===== src/rtl/veggie_split_ctrl.sv =====
// Motion and slash controller for one veggie: launches it, integrates ballistic
// motion once per frame, splits it on a slash hit, and flags when it has left the screen.
module veggie_split_ctrl #(
  parameter int WIDTH    = 256,
  parameter int HEIGHT   = 256,
  parameter int SCREEN_W = 1024,
  parameter int SCREEN_H = 768,
  parameter int GRAVITY  = 1,
  parameter int SEP_VX   = 2
) (
  input  logic        pixel_clk_in,
  input  logic        rst_in,
  input  logic        new_frame_in,
  input  logic        launch_in,
  input  logic [10:0] launch_x_in,
  input  logic [4:0]  launch_vx_in,
  input  logic [7:0]  launch_vy_in,
  input  logic        slash_valid_in,
  input  logic [10:0] slash_x_in,
  input  logic [9:0]  slash_y_in,
  input  logic [9:0]  slash_angle_in,
  output logic [10:0] top_x_out,
  output logic [9:0]  top_y_out,
  output logic [10:0] bot_x_out,
  output logic [9:0]  bot_y_out,
  output logic        split_out,
  output logic [9:0]  angle_out,
  output logic        veggie_gone_out,
  output logic        score_pulse_out,
  output logic        busy_out
);

  localparam logic signed [12:0] LAUNCH_Y = 13'(SCREEN_H + HEIGHT / 2);
  localparam logic signed [12:0] X_LO     = 13'(-(WIDTH / 2));
  localparam logic signed [12:0] X_HI     = 13'(SCREEN_W + WIDTH / 2);
  localparam logic signed [13:0] HALF_W   = 14'(WIDTH / 2);
  localparam logic signed [13:0] HALF_H   = 14'(HEIGHT / 2);
  localparam logic signed [8:0]  GRAV     = 9'(GRAVITY);
  localparam logic signed [5:0]  SEP      = 6'(SEP_VX);

  typedef enum logic [1:0] {IDLE, FLYING, SPLIT, GONE} state_t;

  state_t state, next_state;

  logic signed [12:0] tx, ty, bx, by, tx_d, ty_d, bx_d, by_d;
  logic signed [5:0]  tvx, bvx, tvx_d, bvx_d;
  logic signed [7:0]  vy, vy_d;

  logic signed [12:0] tx_upd, ty_upd, bx_upd, by_upd;
  logic signed [8:0]  vy_sum;
  logic signed [7:0]  vy_upd;
  logic signed [13:0] dx, dy, adx, ady;
  logic               hit, exit_top, exit_bot, do_split;

  logic [10:0] top_x_d, bot_x_d;
  logic [9:0]  top_y_d, bot_y_d, angle_d;
  logic        split_d, gone_d, score_d, busy_d;

  function automatic logic [10:0] clamp_x(input logic signed [12:0] p);
    if (p < 13'sd0)         return 11'd0;
    else if (p > 13'sd2047) return 11'h7FF;
    else                    return p[10:0];
  endfunction

  function automatic logic [9:0] clamp_y(input logic signed [12:0] p);
    if (p < 13'sd0)         return 10'd0;
    else if (p > 13'sd1023) return 10'h3FF;
    else                    return p[9:0];
  endfunction

  function automatic logic off_screen(input logic signed [12:0] x, input logic signed [12:0] y,
                                      input logic signed [7:0] v);
    return ((y > LAUNCH_Y) && (v > 8'sd0)) || (x < X_LO) || (x > X_HI);
  endfunction

  // Candidate physics step, hit test on pre-update positions, and exit tests on updated positions
  always_comb begin
    tx_upd   = tx + 13'(tvx);
    bx_upd   = bx + 13'(bvx);
    ty_upd   = ty + 13'(vy);
    by_upd   = by + 13'(vy);
    vy_sum   = 9'(vy) + GRAV;
    vy_upd   = (vy_sum > 9'sd127) ? 8'sd127 : vy_sum[7:0];
    dx       = $signed({3'b000, slash_x_in}) - 14'(tx);
    dy       = $signed({4'b0000, slash_y_in}) - 14'(ty);
    adx      = dx[13] ? -dx : dx;
    ady      = dy[13] ? -dy : dy;
    hit      = slash_valid_in && (adx < HALF_W) && (ady < HALF_H);
    exit_top = off_screen(tx_upd, ty_upd, vy_upd);
    exit_bot = off_screen(bx_upd, by_upd, vy_upd);
  end

  always_ff @(posedge pixel_clk_in) begin
    if (rst_in) state <= IDLE;
    else        state <= next_state;
  end

  always_comb begin
    next_state = state;
    case (state)
      IDLE:    if (launch_in) next_state = FLYING;
      FLYING: begin
        if (new_frame_in && exit_top) next_state = GONE;
        else if (hit)                 next_state = SPLIT;
      end
      SPLIT:   if (new_frame_in && exit_top && exit_bot) next_state = GONE;
      GONE:    next_state = IDLE;
      default: next_state = IDLE;
    endcase
  end

  // Next values of the kinematic state and of every registered output
  always_comb begin
    tx_d     = tx;
    ty_d     = ty;
    bx_d     = bx;
    by_d     = by;
    tvx_d    = tvx;
    bvx_d    = bvx;
    vy_d     = vy;
    split_d  = split_out;
    angle_d  = angle_out;
    score_d  = 1'b0;
    gone_d   = 1'b0;
    do_split = (state == FLYING) && (next_state == SPLIT);

    if ((state == IDLE) && launch_in) begin
      tx_d  = {2'b00, launch_x_in};
      bx_d  = {2'b00, launch_x_in};
      ty_d  = LAUNCH_Y;
      by_d  = LAUNCH_Y;
      tvx_d = {launch_vx_in[4], launch_vx_in};
      bvx_d = {launch_vx_in[4], launch_vx_in};
      vy_d  = launch_vy_in;
    end

    if (((state == FLYING) || (state == SPLIT)) && new_frame_in) begin
      tx_d = tx_upd;
      bx_d = bx_upd;
      ty_d = ty_upd;
      by_d = by_upd;
      vy_d = vy_upd;
    end

    // Separation applies to velocity only, so a coincident frame moves with the old vx
    if (do_split) begin
      tvx_d   = tvx - SEP;
      bvx_d   = bvx + SEP;
      split_d = 1'b1;
      angle_d = slash_angle_in;
      score_d = 1'b1;
    end

    if (next_state == GONE) begin
      gone_d  = 1'b1;
      split_d = 1'b0;
      angle_d = 10'd0;
    end

    busy_d  = (next_state == FLYING) || (next_state == SPLIT);
    top_x_d = clamp_x(tx_d);
    top_y_d = clamp_y(ty_d);
    bot_x_d = clamp_x(bx_d);
    bot_y_d = clamp_y(by_d);
  end

  always_ff @(posedge pixel_clk_in) begin
    if (rst_in) begin
      tx              <= '0;
      ty              <= '0;
      bx              <= '0;
      by              <= '0;
      tvx             <= '0;
      bvx             <= '0;
      vy              <= '0;
      top_x_out       <= '0;
      top_y_out       <= '0;
      bot_x_out       <= '0;
      bot_y_out       <= '0;
      split_out       <= 1'b0;
      angle_out       <= '0;
      veggie_gone_out <= 1'b0;
      score_pulse_out <= 1'b0;
      busy_out        <= 1'b0;
    end else begin
      tx              <= tx_d;
      ty              <= ty_d;
      bx              <= bx_d;
      by              <= by_d;
      tvx             <= tvx_d;
      bvx             <= bvx_d;
      vy              <= vy_d;
      top_x_out       <= top_x_d;
      top_y_out       <= top_y_d;
      bot_x_out       <= bot_x_d;
      bot_y_out       <= bot_y_d;
      split_out       <= split_d;
      angle_out       <= angle_d;
      veggie_gone_out <= gone_d;
      score_pulse_out <= score_d;
      busy_out        <= busy_d;
    end
  end

endmodule


===== config.mk =====
export PLATFORM = sky130hd
export DESIGN_NAME = veggie_split_ctrl
export DESIGN_NICKNAME = d
export VERILOG_FILES = /design/src/rtl/veggie_split_ctrl.sv
export SDC_FILE = /design/constraint.sdc
export NUM_CORES = 1
export LEC_CHECK = 0
export CAP_MARGIN = 20
export CORE_AREA = 2 2 169 138
export CTS_BUF_LIST = sky130_fd_sc_hd__clkbuf_8 sky130_fd_sc_hd__clkbuf_16
export CTS_CLUSTER_DIAMETER = 100
export CTS_CLUSTER_SIZE = 28
export DETAILED_ROUTE_END_ITERATION = 10
export DIE_AREA = 0 0 171 140
export GPL_ROUTABILITY_DRIVEN = 0
export SETUP_SLACK_MARGIN = 0.02
export SLEW_MARGIN = 20
export SYNTH_ARGS = -nofsm -noshare
export SYNTH_HDL_FRONTEND = slang
export SYNTH_SLANG_ARGS = --single-unit

===== constraint.sdc =====
create_clock -name pixel_clk_in -period 5.7 [get_ports pixel_clk_in]
set_input_delay 1.14 -clock pixel_clk_in [delete_from_list [all_inputs] [get_ports pixel_clk_in]]
set_output_delay 1.14 -clock pixel_clk_in [all_outputs]
set_load 0.02 [all_outputs]

==> metrics, run 1 <==
status complete, no violations; register area share after synthesis 29.5%; Pleak 4.34 nW; clk buf depth 2; IO buf count 115; pwr/cell area 348 nW/µm²; antenna violations before repair 2; Worst-path clk slew 0.06 ns; Fmax 190 MHz; Clock Skew 0.00965 ns; hold bufs inserted after CTS 0; largest stage delay on the critical path 0.48 ns; Max Cap Viol 0; TritonCTS clock tree built; final setup fails 0; clk_lat worst skew 0.43 ns; Rel. slew slack 33.0%; largest net degree at the start of global routing 73; total track usage 20.1%; RSZ-0062 raised after global routing no; grt ovf 0; Worst Path Arrival 5.56 ns; register bit total from synthesis 129; asr flop ratio synth 0%; Die H 140 µm; final wirelength 23,800 µm; crit start category primary input; peak supply drop 157 µV; EDFF count, synth 0; Clock Sinks 129; ys flop type dfxtp_1; H-tree depth 4; Root Driver clkbuf_16; Worst Path Required 5.98 ns; vias 8,183; num rows 49; post-detailed-route via-to-cell ratio 5.35; post-route antenna net violation count 0; Initial Util 39.4%; DIE WIDTH 171 µm; critical setup path kind in2reg; post-CTS sizing 0; Worst-Margin Slew 1.01 ns; cts bufs inserted 17; vias in the first global route 7,714; Net Count, Synth 1,253; final hold violation count 0; first-pass GRT wire length 38,500 µm; min Tclk post-route 5.28 ns; Die Area 23,900 µm²; worst path cell trace clkdlybuf4s50_1, inv_1, ha_1, inv_1, fa_1, a211oi_1, nor3_1, or3_1, a21o_1, a2111oi_0, a31oi_1, o211ai_1, a2111o_1, and4b_1, nor3_1, ha_1, nand2_1, buf_12, nor2_1, a222oi_1, nor2_1; Ys Warns 0; crit path max fanout 25; fin util 48.8%; period utilization 92.6%; share of post-route cells with drive strength above 1 5.32%; drt pass-1 iters 6; WP buf/inv 4; post-DP HPWL 17,800 µm; 1st-iter DRT viols 596; Worst Hold Class reg2reg; Remaining DRCs 0; Layout area overhead 23.9%; Synth Area per Inst 7.89 µm²; slowest stage cell, crit path a2111oi_0; # nets final 1,354; Ports 116; Slew Limit Fails 0; element type at the critical path end register; wire per inst 15.6 µm; Post-Syn Instances 1,108; Crit path max-delay family compound AO/OA/AOI/OAI gates; Synth Cell Area 8740 µm²; Synth cell types 76; core area 22,200 µm²; post-CTS setup buffer count 0; final setup TNS 0 ns
==> per-layer routing <==
layer	routed length, µm	track usage [%]	vias up
met5	0	0	-
met4	245	5.75	0
met3	862	3.53	15
met2	10000	29.4	148
met1	12700	30.0	3766
li1	-	-	4254
==> final timing paths <==
| kind | from | endpoint | slack, ns | cells after the start |
|---|---|---|---|---|
| max | slash_x_in[0] | tvx[4] | 0.42 | 21 |
| min | angle_out[3] | angle_out[3] | 0.46 | 2 |
| max reg2reg | vy[0] | tvx[5] | 1.00 | 19 |
| min reg2reg | angle_out[3] | angle_out[3] | 0.46 | 2 |
==> sequential cells by signal, indices dropped and copies added (netlist names), 11 cells and up <==
| name | cells |
|---|---|
| bx | 13 |
| bot_x_out | 11 |
| tx | 13 |
| by | 13 |
| top_x_out | 11 |
| ty | 13 |
==> Yosys cell counts (17+ instances only) <==
library cell / n / area share, %
a21oi_1: 141 / 8.1
nor2_1: 141 / 6.1
dfxtp_1: 129 / 30
nand2_1: 86 / 3.7
ha_1: 79 / 11
inv_1: 53 / 2.3
o21ai_0: 48 / 2.7
clkbuf_1: 41 / 1.8
xnor2_1: 33 / 3.3
xor2_1: 25 / 2.5
nor3_1: 24 / 1.4
a211oi_1: 18 / 1.5
a22oi_1: 18 / 1.5
a21o_1: 17 / 1.5
==> kinds of logic after synthesis <==
kind of cell    after synthesis  synth area share, %
compound gates              366                 27.2
flops                       129                 29.5
mux                          12                 1.46
buf+inv                     100                 4.29
fa+ha+maj                    85                 12.7
simple gates                358                 19.0
xor+xnor                     58                 5.81
==> power breakdown <==
| group | switching, W | leakage, nW | internal (W) |
|---|---|---|---|
| sequential | 0.000119 | 1.06 | 0.00104 |
| combinational | 0.000849 | 2.99 | 0.000629 |
| clock | 0.000424 | 0.297 | 0.000710 |
==> area by class of cell <==
type,count,area [µm²]
diodes,2,5.00
clock buffers,19,453
clock inverters,13,161
fillers,2216,11400
inverters,54,203
multi-input cells,879,5790
flip-flops and latches,129,2580
well taps,306,383
repair buffers,128,1260
==> tightest hold or removal path, delay by kind of cell, from the launching register on <==
family	cells	cell delay [ns]
AO/OA/AOI/OAI	1	0.05
AND/OR/NAND/NOR	1	0.05
flip-flops	1	0.30
==> cells in the final DEF, fill, tap and decap left out, types with 4 or more instances in the layout <==
cell,instances
ha_1,79
clkbuf_16,17
o22ai_1,11
a21oi_1,141
dfxtp_1,129
o211ai_1,9
a221oi_1,10
xor2_1,25
nand2_1,86
a311oi_1,5
o21a_1,9
a22oi_1,18
a211o_1,5
mux2i_1,9
nor2b_1,11
a31oi_1,16
fa_1,6
nor2_1,140
nor3b_1,5
o21ai_0,48
buf_4,12
and3_1,12
and2_1,8
nand2b_1,8
inv_1,54
xnor2_1,33
nand4b_1,4
nor4_1,5
or3_1,12
o21bai_1,8
nand4_1,9
a211oi_1,18
a2bb2oi_1,4
o31ai_1,8
a21o_1,17
or4_1,5
clkdlybuf4s50_1,114
nand3_1,16
nor3_1,24
==> per-stage QoR <==
step                      area [µm²]  worst slack, ns  std cells  total power (W)  hold slack, ns
after detailed placement       10200           0.0119       1496          0.00264           0.449
after floorplan                 8740            0.669       1108          0.00219           0.474
after global placement         10200            0.146       1496          0.00263           0.441
after CTS                      10800            0.437       1528          0.00378           0.458
final                          10800            0.424       1530          0.00377           0.455
after global routing           10800            0.158       1530          0.00402           0.476
Power figures use the tool's default switching activity.
==> run 2, diff against run 1 <==
--- a/config.mk
+++ b/config.mk
@@ -13,7 +13,7 @@
 export DETAILED_ROUTE_END_ITERATION = 10
 export DIE_AREA = 0 0 171 140
 export GPL_ROUTABILITY_DRIVEN = 0
-export SETUP_SLACK_MARGIN = 0.02
+export SETUP_SLACK_MARGIN = 0.5
 export SLEW_MARGIN = 20
 export SYNTH_ARGS = -nofsm -noshare
 export SYNTH_HDL_FRONTEND = slang
==> metrics, run 2 (same netlist as run 1, synthesis figures left out) <==
Clock Skew 0.00819 ns; first-pass GRT wire length 38,500 µm; vias in the first global route 7,714; crit path max fanout 5; worst setup margin 0.671 ns; wire per inst 15.7 µm; Max Cap Viol 0; largest net degree at the start of global routing 73; fin util 49.2%; DP Worst Slack 0.0119 ns; RSZ-0062 raised after global routing no; post-DP HPWL 17,800 µm; Worst-path clk slew 0.06 ns; final wirelength 24,000 µm; Die H 140 µm; Worst Path Arrival 5.31 ns; final setup TNS 0 ns; largest stage delay on the critical path 0.46 ns; clk_lat worst skew 0.43 ns; post-route antenna net violation count 0; hold bufs inserted after CTS 0; Root Driver clkbuf_16; grt ovf 0; Die Area 23,900 µm²; Non-Filler Instances 1,534; core area 22,200 µm²; critical setup path kind in2reg; final setup fails 0; Design Area, Final 10,900 µm²; worst path cell trace clkdlybuf4s50_1, inv_1, ha_2, inv_1, fa_2, a211oi_2, buf_4, o21bai_1, a21oi_2, xnor2_2, a2111oi_4, a21oi_1, a2bb2oi_1, a2111o_1, and4b_1, nor3_2, ha_2, and2_4, nor2_2, a222oi_1, nor2_1; min Tclk post-route 5.03 ns; Placed Area 10,200 µm²; Slew Limit Fails 0; cell count after placement 1,496; # nets final 1,358; Worst Hold Class reg2reg; 1st-iter DRT viols 684; Ports 116; cts bufs inserted 17; share of post-route cells with drive strength above 1 6.77%; H-tree depth 4; status complete, no violations; IO buf count 115; sw power 0.00141 W; period utilization 88.2%; Initial Util 39.4%; Rel. slew slack 32.7%; Fmax 199 MHz; Reg power frac 30.5%; TritonCTS clock tree built; peak supply drop 158 µV; Pleak 4.37 nW; clk buf depth 2; Clock Sinks 129; post-detailed-route via-to-cell ratio 5.38; num rows 49; antenna violations before repair 2; WP buf/inv 4; DIE WIDTH 171 µm; slowest stage cell, crit path a2111o_1; Comb pwr share 39.5%; Clock Power Share 30.0%; vias 8,255; Remaining DRCs 0; pwr/cell area 347 nW/µm²; commonest cells after routing, fill and taps aside a21oi_1 (139), nor2_1 (139), dfxtp_1 (129); internal power consumption 0.00239 W; Layout area overhead 24.9%; fillers 2,203; Worst Path Required 5.98 ns; Switching Share 37.1%; Crit path max-delay family compound AO/OA/AOI/OAI gates; final hold violation count 0; element type at the critical path end register; Worst-Margin Slew 1.01 ns; total track usage 20.1%; crit start category primary input; drt pass-1 iters 6
## run 2: changes by cell type in the layout (fill, tap and decap cells not counted), moves of 2 or more
| cell | before | now |
|---|---|---|
| nand2_1 | 86 | 84 |
| fa_2 | 0 | 2 |
| a21oi_1 | 141 | 139 |
| a21oi_2 | 0 | 2 |
| ha_1 | 79 | 77 |
| buf_4 | 12 | 15 |
| ha_2 | 0 | 2 |
| fa_1 | 6 | 4 |
| nand2_2 | 0 | 2 |
## run 2: final cells by class
class                           instances  area (µm²)  area share [%]
Clock buffer                           19         453            4.15
Timing Repair Buffer                  132        1290            11.8
Multi-Input combinational cell        879        5840            53.5
Inverter                               54         203            1.86
Clock inverter                         13         161            1.48
Tap cell                              306         383            3.51
Antenna cell                            2        5.00          0.0458
Sequential cell                       129        2580            23.6
## run 2: layer usage
| layer | track usage (%) | wire (µm) | up-vias |
|---|---|---|---|
| li1 | - | - | 4276 |
| met1 | 30.0 | 12700 | 3810 |
| met2 | 29.4 | 10200 | 152 |
| met3 | 3.53 | 876 | 17 |
| met4 | 5.75 | 278 | 0 |
| met5 | 0 | 0 | - |
## run 2: tightest hold or removal path, delay by kind of cell, from the launching register on
| kind | cells | cell delay [ns] |
|---|---|---|
| AO/OA/AOI/OAI | 1 | 0.05 |
| flip-flops | 1 | 0.31 |
| AND/OR/NAND/NOR | 1 | 0.05 |
## run 2: repair_timing
item,CTS,global route
setup endpoints to repair,5,21
buffers inserted,0,4
hold endpoints to repair,0,0
gates resized for setup,2,15
pin swaps,0,6
## run 2: final timing paths
check	start	end	slack (ns)	depth (start not counted)
min	angle_out[3]	angle_out[3]	0.46	2
min reg2reg	angle_out[3]	angle_out[3]	0.46	2
max reg2reg	vy[0]	tvx[3]	1.01	18
max	slash_x_in[0]	tvx[3]	0.67	21
## run 2: through the flow
step	power [W]	hold WS (ns)
after detailed placement	0.00264	0.449
final	0.00379	0.455
after floorplan	0.00219	0.474
after global placement	0.00263	0.441
after CTS	0.00379	0.458
after global routing	0.00404	0.476
## run 2: power by group through the flow
stage | registers [W] | clock network [W] | logic [W]
6_report | 0.00116 | 0.00114 | 0.00150
3_5_place_dp | 0.00117 | 0 | 0.00146
4_1_cts | 0.00115 | 0.00116 | 0.00147
2_1_floorplan | 0.00120 | 0 | 0.000982
5_1_grt | 0.00118 | 0.00120 | 0.00166
3_3_place_gp | 0.00117 | 0 | 0.00146
